===== config.mk =====
export PLATFORM = sky130hd
export DESIGN_NAME = tis_port_reader
export DESIGN_NICKNAME = d
export VERILOG_FILES = /design/src/rtl/tis_port_reader.sv
export SDC_FILE = /design/constraint.sdc
export NUM_CORES = 1
export LEC_CHECK = 0
export CORE_ASPECT_RATIO = 1.75
export CORE_MARGIN = 1.5
export CORE_UTILIZATION = 26
export CTS_CLUSTER_DIAMETER = 60
export CTS_CLUSTER_SIZE = 24
export DETAILED_ROUTE_END_ITERATION = 7
export PLACE_DENSITY = 0.62
export SLEW_MARGIN = 20
export SYNTH_ARGS = -nofsm -noshare
export SYNTH_HDL_FRONTEND = slang
export SYNTH_SLANG_ARGS = --single-unit
export TNS_END_PERCENT = 1

===== constraint.sdc =====
create_clock -name clk -period 1.8 [get_ports clk]
set_input_delay 0.36 -clock clk [delete_from_list [all_inputs] [get_ports clk]]
set_output_delay 0.36 -clock clk [all_outputs]
set_load 0.03 [all_outputs]

===== src/rtl/tis_port_reader.sv =====
// TIS-100 port-channel read endpoint: blocks until a neighbour writer offers a
// word, acks exactly one writer, returns the word and tracks the LAST port.
module tis_port_reader #(
   parameter int N = 8
) (
   input  logic           clk,
   input  logic           rst,
   input  logic           rd_req,
   input  logic [2:0]     rd_src,
   input  logic [3:0]     in_valid,
   input  logic [4*N-1:0] in_data,
   output logic [3:0]     in_ack,
   output logic [N-1:0]   rd_data,
   output logic           rd_done,
   output logic           rd_busy,
   output logic [1:0]     last_port,
   output logic           last_valid
);

   typedef enum logic [1:0] {
      IDLE = 2'd0,
      WAIT = 2'd1,
      DONE = 2'd2
   } state_t;

   state_t       state;
   logic [2:0]   src_q;
   logic [3:0]   cand;
   logic [3:0]   hit;
   logic [1:0]   gsel;
   logic         gnt_ok;
   logic [N-1:0] word;

   always_comb begin
      cand = '0;
      case (src_q)
         3'd0, 3'd1, 3'd2, 3'd3: cand[src_q[1:0]] = 1'b1;
         3'd4:                   cand = '1;
         3'd5:                   if (last_valid) cand[last_port] = 1'b1;
         default:                cand = '0;
      endcase

      hit    = cand & in_valid;
      gnt_ok = 1'b1;
      // fixed priority LEFT > RIGHT > UP > DOWN
      if (hit[3])      gsel = 2'd3;
      else if (hit[1]) gsel = 2'd1;
      else if (hit[0]) gsel = 2'd0;
      else if (hit[2]) gsel = 2'd2;
      else begin
         gsel   = 2'd0;
         gnt_ok = 1'b0;
      end

      word = in_data[gsel*N +: N];

      in_ack = '0;
      if (state == WAIT && gnt_ok) in_ack[gsel] = 1'b1;
   end

   assign rd_busy = (state != IDLE);

   always_ff @(posedge clk) begin
      if (rst) begin
         state      <= IDLE;
         src_q      <= '0;
         rd_data    <= '0;
         rd_done    <= 1'b0;
         last_port  <= '0;
         last_valid <= 1'b0;
      end else begin
         case (state)
            IDLE: begin
               rd_done <= 1'b0;
               if (rd_req) begin
                  src_q <= rd_src;
                  state <= WAIT;
               end
            end
            WAIT: begin
               if (cand == '0) begin
                  rd_data <= '0;
                  rd_done <= 1'b1;
                  state   <= DONE;
               end else if (gnt_ok) begin
                  rd_data <= word;
                  rd_done <= 1'b1;
                  state   <= DONE;
                  if (src_q == 3'd4) begin
                     last_port  <= gsel;
                     last_valid <= 1'b1;
                  end
               end
            end
            DONE: begin
               rd_done <= 1'b0;
               state   <= IDLE;
            end
            default: begin
               rd_done <= 1'b0;
               state   <= IDLE;
            end
         endcase
      end
   end

endmodule

==> results_dict.tcl, run 1 <==
set metrics [dict create \
    dieArea_um2 4952 \
    wl_um 4138 \
    synth_seq_cells 17 \
    die_h_um 91.97 \
    fillers 417 \
    setup_viol 15 \
    setup_tns_ns -2.123 \
    rsz0062_at_grt "true" \
    drc 0 \
    yosys_warnings 0 \
    p_total_uw 1229 \
    stdcell_count 260 \
    status "finished, violations left" \
    synth_cell_type_count 39 \
    ir_worst_vdd_mv 0.3873 \
    synth_area_per_cell_um2 9.801 \
    cts_tree "built" \
    critPathMaxFanout 5 \
    num_vias 1281 \
    grt_overflow 0 \
    grt_pass1_wl_um 6410 \
    gp_congestion 0.8368 \
    nets 252 \
    grt_util_all_layers_pct 17.52 \
    syn-num-nets 162 \
    synthCells 120 \
    arrival_ns 1.67 \
    fmax_mhz 492.3 \
    grt_max_degree 11 \
    critical_path_class "reg -> out" \
    coreArea_um2 4364 \
    synth_edf_count 0 \
    n_antenna_cell 0 \
    min_period_ns 2.031 \
    max_slew_margin_pct 71.36 \
    hold_violations 0 \
    area_growth_pct 86.60 \
    grt_antenna_before_repair 0 \
    placed_area_um2 2014 \
    final_cell_area_um2 2195 \
    io-pin-count 59 \
    p_leak_uw 0.0007916 \
    firstDrtPassIters 4 \
    synthesis.area_um2 1176 \
    initial_utilization_pct 26.95 \
    drv_slew 0 \
    cp.required_ns 1.44 \
    seq_area_frac_synth_pct 28.94 \
    ys.flop_type "dfxtp_1" \
    hold_path.class "reg -> reg" \
    cts.sinks 17 \
    postRouteAntennaNets 0 \
    portBuffers 58 \
    first_global_vias 1417 \
    worst_slew_pin_slew_ns 0.4252 \
    clkLatencyLatePin_ns 0.25 \
    violations "negative setup slack" \
    cts_root_buf "clkbuf_8" \
    vias_per_cell 4.927 \
    placed_cells 247 \
    async_flop_share_pct 0 \
    setup_ws_ns -0.2312 \
    cap_viol_max_count 0 \
    wl_per_cell_um 15.92 \
    clock_skew_ns 0.001375 \
    dp_hpwl_um 3322 \
    htree_levels 1 \
    die_w_um 53.84 \
    placementRows 32 \
    cts_max_path_buffers 2 \
    path_clk_slew_ns 0.07 \
    drive_gt1_share_pct 38.28 \
    drt_iter0_markers 16 \
    cp-start-kind "register" \
    final_util_pct 50.29 \
    cts_buffers 3 \
    cts_hold_buffers 0 \
    power.density_nw_per_um2 560.2 \
    period_share_pct 112.8 \
    end_kind "primary output" \
]
## metal layers
metal	track usage [%]	routed length, um
met1	16.89	1401
met2	34.86	2407
met3	2.769	275
met4	4.701	54
met5	0	0
## flip-flops by register name, summed over array words and instances (netlist names)
signal	count
last_port	2
rd_data	8
state	2
src_q	3
last_valid	1
rd_done	1
## repair_timing
| action | CTS | global route |
|---|---|---|
| setup buffers | 6 | 3 |
| cloned | 0 | 0 |
| endpoints found under the setup margin | 19 | 17 |
| pin swaps | 7 | 6 |
| resized for setup | 24 | 4 |
| hold endpoints to repair | 0 | 0 |
## placed cells by master (no fill, tap or decap), types with 3 or more instances in the layout
| cell | n |
|---|---|
| buf_4 | 29 |
| nor2_2 | 3 |
| dlygate4sd2_1 | 4 |
| dfxtp_4 | 4 |
| dfxtp_1 | 11 |
| clkdlybuf4s50_1 | 49 |
| mux2i_1 | 13 |
| nor2_1 | 9 |
| buf_6 | 8 |
| clkbuf_8 | 3 |
| o21ai_0 | 9 |
| o2bb2ai_1 | 14 |
| nor3_4 | 3 |
| nand2b_1 | 4 |
## power by group
group	switching, uW	leakage, uW	internal [uW]
sequential	26.7	0.000142	398
clock	131	0.0000255	153
combinational	230	0.000624	289
total	388	0.000792	841
## critical path, stage by stage, from the launching register on
cell	delay, ns
dfxtp_4	0.38
buf_6	0.13
a211oi_4	0.26
a211oi_4	0.08
nor3_4	0.23
inv_2	0.07
nor3_4	0.12
buf_6	0.15
## area by class of cell
type / count / area, um2 / area share, %
Tap cell: 51 / 63.81 / 2.908
Timing Repair Buffer: 92 / 864.6 / 39.40
Inverter: 3 / 11.26 / 0.5131
Clock inverter: 1 / 5.005 / 0.2281
Multi-Input combinational cell: 93 / 850.8 / 38.77
Clock buffer: 3 / 41.29 / 1.881
Sequential cell: 17 / 357.8 / 16.31
## logic make-up (layout without fill, tap and decap cells)
group	count (synthesis)	in the layout	synth area share, %
and+or+nand+nor	41	41	25.00
AOI/OAI and AO/OA	37	37	28.72
DFF	17	17	28.94
muxes	14	14	11.91
buffers and inverters	10	99	4.680
xor gates and xnor gates	1	1	0.7448
## worst paths after layout
check,cells after the start,slack [ns],startpoint,endpoint
worst max-delay path,7,-0.23,src_q[2],in_ack[2]
worst min-delay path,1,0.46,state[1],state[0]
worst max register to register,10,-0.19,src_q[2],rd_data[5]
worst min register to register,1,0.46,state[1],state[0]
## through the flow
stage               hold WS (ns)  worst slack, ns
floorplan                 0.4185        -0.001263
global placement          0.4349          -0.5727
detailed placement        0.4363          -0.6712
CTS                       0.4544          -0.2594
global route              0.4678          -0.2869
finish                    0.4592          -0.2312
## synthesized netlist by cell type, types with 2 or more instances
cell type / count / area share [%]
buf_2: 2 / 0.85
nor2b_1: 3 / 1.6
o21ai_0: 9 / 3.8
nor2_1: 12 / 3.8
nand2b_4: 2 / 2.3
mux2i_1: 14 / 12
dfxtp_1: 17 / 29
a211oi_4: 2 / 3.4
nand3b_1: 2 / 1.3
nor3_1: 2 / 0.85
o2bb2ai_1: 14 / 10
buf_4: 2 / 1.3
nor4_4: 2 / 3.6
a21oi_1: 2 / 0.85
nor3_2: 2 / 1.7
nand4b_1: 2 / 1.5
nand2_1: 2 / 0.64
or2_2: 2 / 1.1
inv_1: 3 / 0.96
nand2b_1: 5 / 2.7
No activity file was read; power rests on OpenSTA's default activity.
==> run 2, diff against run 1 <==
--- a/config.mk
+++ b/config.mk
@@ -7,5 +7,4 @@
 export LEC_CHECK = 0
 export CORE_ASPECT_RATIO = 1.75
-export CORE_MARGIN = 1.5
 export CORE_UTILIZATION = 26
 export CTS_CLUSTER_DIAMETER = 60
==> constraint.sdc (replaced) <==
create_clock -name clk -period 1.8 [get_ports clk]
set_input_delay 0.27 -clock clk [delete_from_list [all_inputs] [get_ports clk]]
set_output_delay 0.27 -clock clk [all_outputs]
set_load 0.03 [all_outputs]
==> results_dict.tcl, run 2 (same netlist as run 1, synthesis figures left out) <==
set metrics [dict create \
    holdPathStages 2 \
    period_share_pct 108.5 \
    hold_path.class "reg -> reg" \
    min_period_ns 1.953 \
    path_clk_slew_ns 0.07 \
    r2r_end "rd_data[5]" \
    regArea_um2 350.3 \
    cts_max_path_buffers 2 \
    htree_levels 1 \
    nets 248 \
    wl_per_cell_um 14.43 \
    setup_viol 13 \
    n_antenna_cell 0 \
    grt_pass1_wl_um 6168 \
    fmax_mhz 512.0 \
    drive_gt1_share_pct 36.59 \
    rr_worst_depth 9 \
    cap_viol_max_count 0 \
    hold_end "rd_done" \
    violations "negative setup slack" \
    num_vias 1250 \
    fillers 423 \
    die_w_um 52.84 \
    multi_input_area_um2 887.1 \
    drv_slew 0 \
    drt_iter0_markers 9 \
    wl_um 3694 \
    worst_slew_pin_slew_ns 0.3407 \
    reg2reg_slack_ns -0.08 \
    grt_antenna_before_repair 0 \
    max_slew_margin_pct 77.20 \
    status "finished, violations left" \
    fin_hold_ws_ns 0.4444 \
    postRouteAntennaNets 0 \
    grt_max_degree 11 \
    arrival_ns 1.68 \
    firstDrtPassIters 4 \
    clkLatencyLatePin_ns 0.25 \
    critPathBufInv 2 \
    portBuffers 58 \
    grt_overflow 0 \
    gp_congestion 0.7367 \
    initial_utilization_pct 26.95 \
    vias_per_cell 4.883 \
    cts_root_buf "clkbuf_8" \
    top_register "rd_data" \
    layout_common_cells "clkdlybuf4s50_1 (49), buf_4 (24), mux2i_1 (13), dfxtp_1 (13)" \
    power.density_nw_per_um2 553.7 \
    crit_chain "buf_12 > nand2b_4 > a211oi_4 > nor2_1 > nor3_4 > buf_4" \
    end_kind "primary output" \
    clock_skew_ns 0.001202 \
    placementRows 32 \
    setup_ws_ns -0.1530 \
    cts_tree "built" \
    setup_tns_ns -0.9335 \
    p_leak_uw 0.0008063 \
    die_h_um 90.97 \
    rsz0062_at_grt "true" \
    cts.sinks 17 \
    critPathMaxFanout 10 \
    io-pin-count 59 \
    p_total_uw 1224 \
    largest_reg_flops 8 \
    cp-start-kind "register" \
    dp_hpwl_um 3108 \
    max_stage_delay_ns 0.33 \
    hp-start "rd_done" \
    dieArea_um2 4807 \
    layout_commonest_cell "clkdlybuf4s50_1" \
    area_growth_pct 87.98 \
    ir_worst_vdd_mv 0.5060 \
    critical_path_class "reg -> out" \
    hold_violations 0 \
    critical-path-top-delay-family "simple AND/OR/NAND/NOR gates" \
    worstReg2RegStart "src_q[2]" \
    top_regs "rd_data (8), src_q (3)" \
    slowest_stage "dfxtp_2" \
    cts_buffers 3 \
    cp.required_ns 1.53 \
    drc 0 \
    grt_util_all_layers_pct 16.87 \
    first_global_vias 1424 \
    coreArea_um2 4364 \
]
## run 2: cell count changes in the layout (fill, tap and decap cells not counted), sizes merged
cell | previous run | this run
buf | 38 | 34
clkdlybuf4s15 | 1 | 0
dlymetal6s2s | 0 | 1
## run 2: repair_timing
action	CTS	global route
hold buffers	0	0
endpoints found under the hold margin	0	0
resized for setup	30	4
setup buffers	4	2
endpoints found under the setup margin	18	16
pin swaps	5	2
## run 2: per-layer routing
metal  wire length [um]  GRT usage, %  up-vias
met5                  0             0        -
met4                 72         4.825        0
met3                297         4.858        8
met2               2076         31.65       57
met1               1246         16.86      572
li1                   -             -      613
## run 2: tightest hold or removal path, stage by stage (launching register included)
cell     delay (ns)
dfxtp_1        0.31
inv_1          0.04
a21oi_1        0.05
## run 2: where the power goes
group / internal [uW] / switching (uW) / total, uW
combinational: 289 / 231 / 519
sequential: 400 / 24.1 / 424
clock: 153 / 128 / 281
total: 842 / 382 / 1220
## run 2: final cells by class
cell class              instances  area share, %
repair buffers                 88          38.54
flip-flops and latches         17          15.85
well taps                      51          2.886
multi-input cells              93          40.12
inverters                       3         0.5093
clock inverters                 1         0.2264
clock buffers                   3          1.868
## run 2: per-stage QoR
stage / instance area (um2) / cells / setup WS [ns] / utilization [%]
finish: 2211 / 256 / -0.1530 / 50.66
global route: 2211 / 256 / -0.2543 / 50.66
CTS: 2183 / 254 / -0.1666 / 50.03
detailed placement: 1988 / 246 / -0.5370 / 45.56
global placement: 1988 / 246 / -0.4513 / 45.56
floorplan: 1205 / 120 / -0.07211 / -
## run 2: worst max-delay path by stage
stage,cells after the start,slack [ns],endpoint,startpoint
floorplan,6,-0.07,rd_data[5],last_valid
global placement,8,-0.45,rd_data[5],in_valid[1]
detailed placement,8,-0.54,rd_data[6],in_valid[1]
CTS,6,-0.17,in_ack[0],src_q[2]
global route,10,-0.25,last_port[1],src_q[2]
finish,6,-0.15,in_ack[0],src_q[2]
==> patch (settings of run 1) <==
The parameter `N` goes from 8 to 4.
--- a/src/rtl/tis_port_reader.sv
+++ b/src/rtl/tis_port_reader.sv
@@ -1,7 +1,7 @@
 // TIS-100 port-channel read endpoint: blocks until a neighbour writer offers a
 // word, acks exactly one writer, returns the word and tracks the LAST port.
 module tis_port_reader #(
-   parameter int N = 8
+   parameter int N = 4
 ) (
    input  logic           clk,
    input  logic           rst,
Interface: changed (resized in_data and rd_data); port bits go from 59 to 39. No check against the original RTL was run, so the function may have changed too.
==> patch against run 1 <==
- the flow still finishes with violations (setup timing)
- cell count down 23%
- design area shrank 27%
- via count shrank 27%
- sequential power is 24% lower
- synthesized area fell by 29%
- routed wire length fell by 37%
- sequential share of layout area rose by 1.1 points
- critical endpoint is now in_ack[0]
- total power fell by 25%
- clock power decreased by 9.5%
- worst setup slack worse by 0.12 ns
- sequential cell count is 4 lower
==> patch: results (changes against run 1) <==
* -2.37 ns — aggregate negative setup slack, -0.245 ns
* last_port[1]$_SDFFE_PP0P_ — Worst Setup SP
* 4 — highest net fanout along the worst path, -1
* 11 — number of failing setup endpoints in the final timing report, -4
* 200 — final non-filler cell total, -23%
* 15.5% — GR Util All Layers, -2.0 points
* -0.30 ns — Register-to-Register Setup Slack, -0.11 ns
* setup timing — violated checks
* 36 — distinct cell type count of the synthesized netlist, -7.7%
* 38 — number of I/O port buffers, -34%
* 4110 µm — wire length of the first global-routing pass, -36%
* 5 — initial detailed-routing violation count, -11
* 6 — r2r worst-path depth, -4
* 299 — fill cell instance count of the final layout, -28%
* 92 µm — detailed route wirelength on metal3, -67%
* 0.05 ns — clock-pin slew on the worst setup and hold paths, -0.02 ns
* 983 — via count of the first global-routing pass, -31%
* rd_done$_SDFFE_PP0P_ — hold path startpoint
* -0.353 ns — post-route setup slack, -0.122 ns
* 280 µm² — Register Area, -22%
* 2 — WHS Path Cells, +1
* 839 µm — total routed wire length on the met1 layer, -40%
* 32.4% — fraction of met2 tracks used by global routing, -2.5 points
* 34.9% — sequential share of power, +0.3 points
* finished, violations left — status
* simple AND/OR/NAND/NOR gates — cell class contributing the biggest share of worst-path delay
* rd_data[3]$_SDFFE_PP0P_ — worst flop-to-flop path endpoint
* sky130_fd_sc_hd__a2111oi_4 — library cell contributing the largest single delay on the critical path
* 31.3% — share of the yosys chip area belonging to registers, +2.4 points
## patch: changes by cell type after synthesis, sizes merged, moves of 2 or more
| cell | run 1 | this run |
|---|---|---|
| o2bb2ai | 15 | 0 |
| mux2i | 14 | 6 |
| o21ai | 10 | 2 |
| mux2 | 0 | 5 |
| a221o | 0 | 4 |
| dfxtp | 17 | 13 |
| nor2b | 3 | 7 |
| nand2b | 7 | 4 |
| nand2 | 2 | 4 |
| nand4b | 2 | 0 |
| nor3 | 4 | 2 |
## patch: final cells by class
cell class / count / share of cell area [%]
clock buffers: 3 / 2.57
clock inverters: 1 / 0.312
inverters: 3 / 0.701
multi-input cells: 73 / 39.9
flip-flops and latches: 13 / 17.4
well taps: 43 / 3.35
repair buffers: 64 / 35.7
## patch: timing repair
item	in CTS	in global routing
endpoints found under the setup margin	15	14
hold buffers	0	0
setup buffers	3	0
pin swaps	5	6
resized for setup	11	13
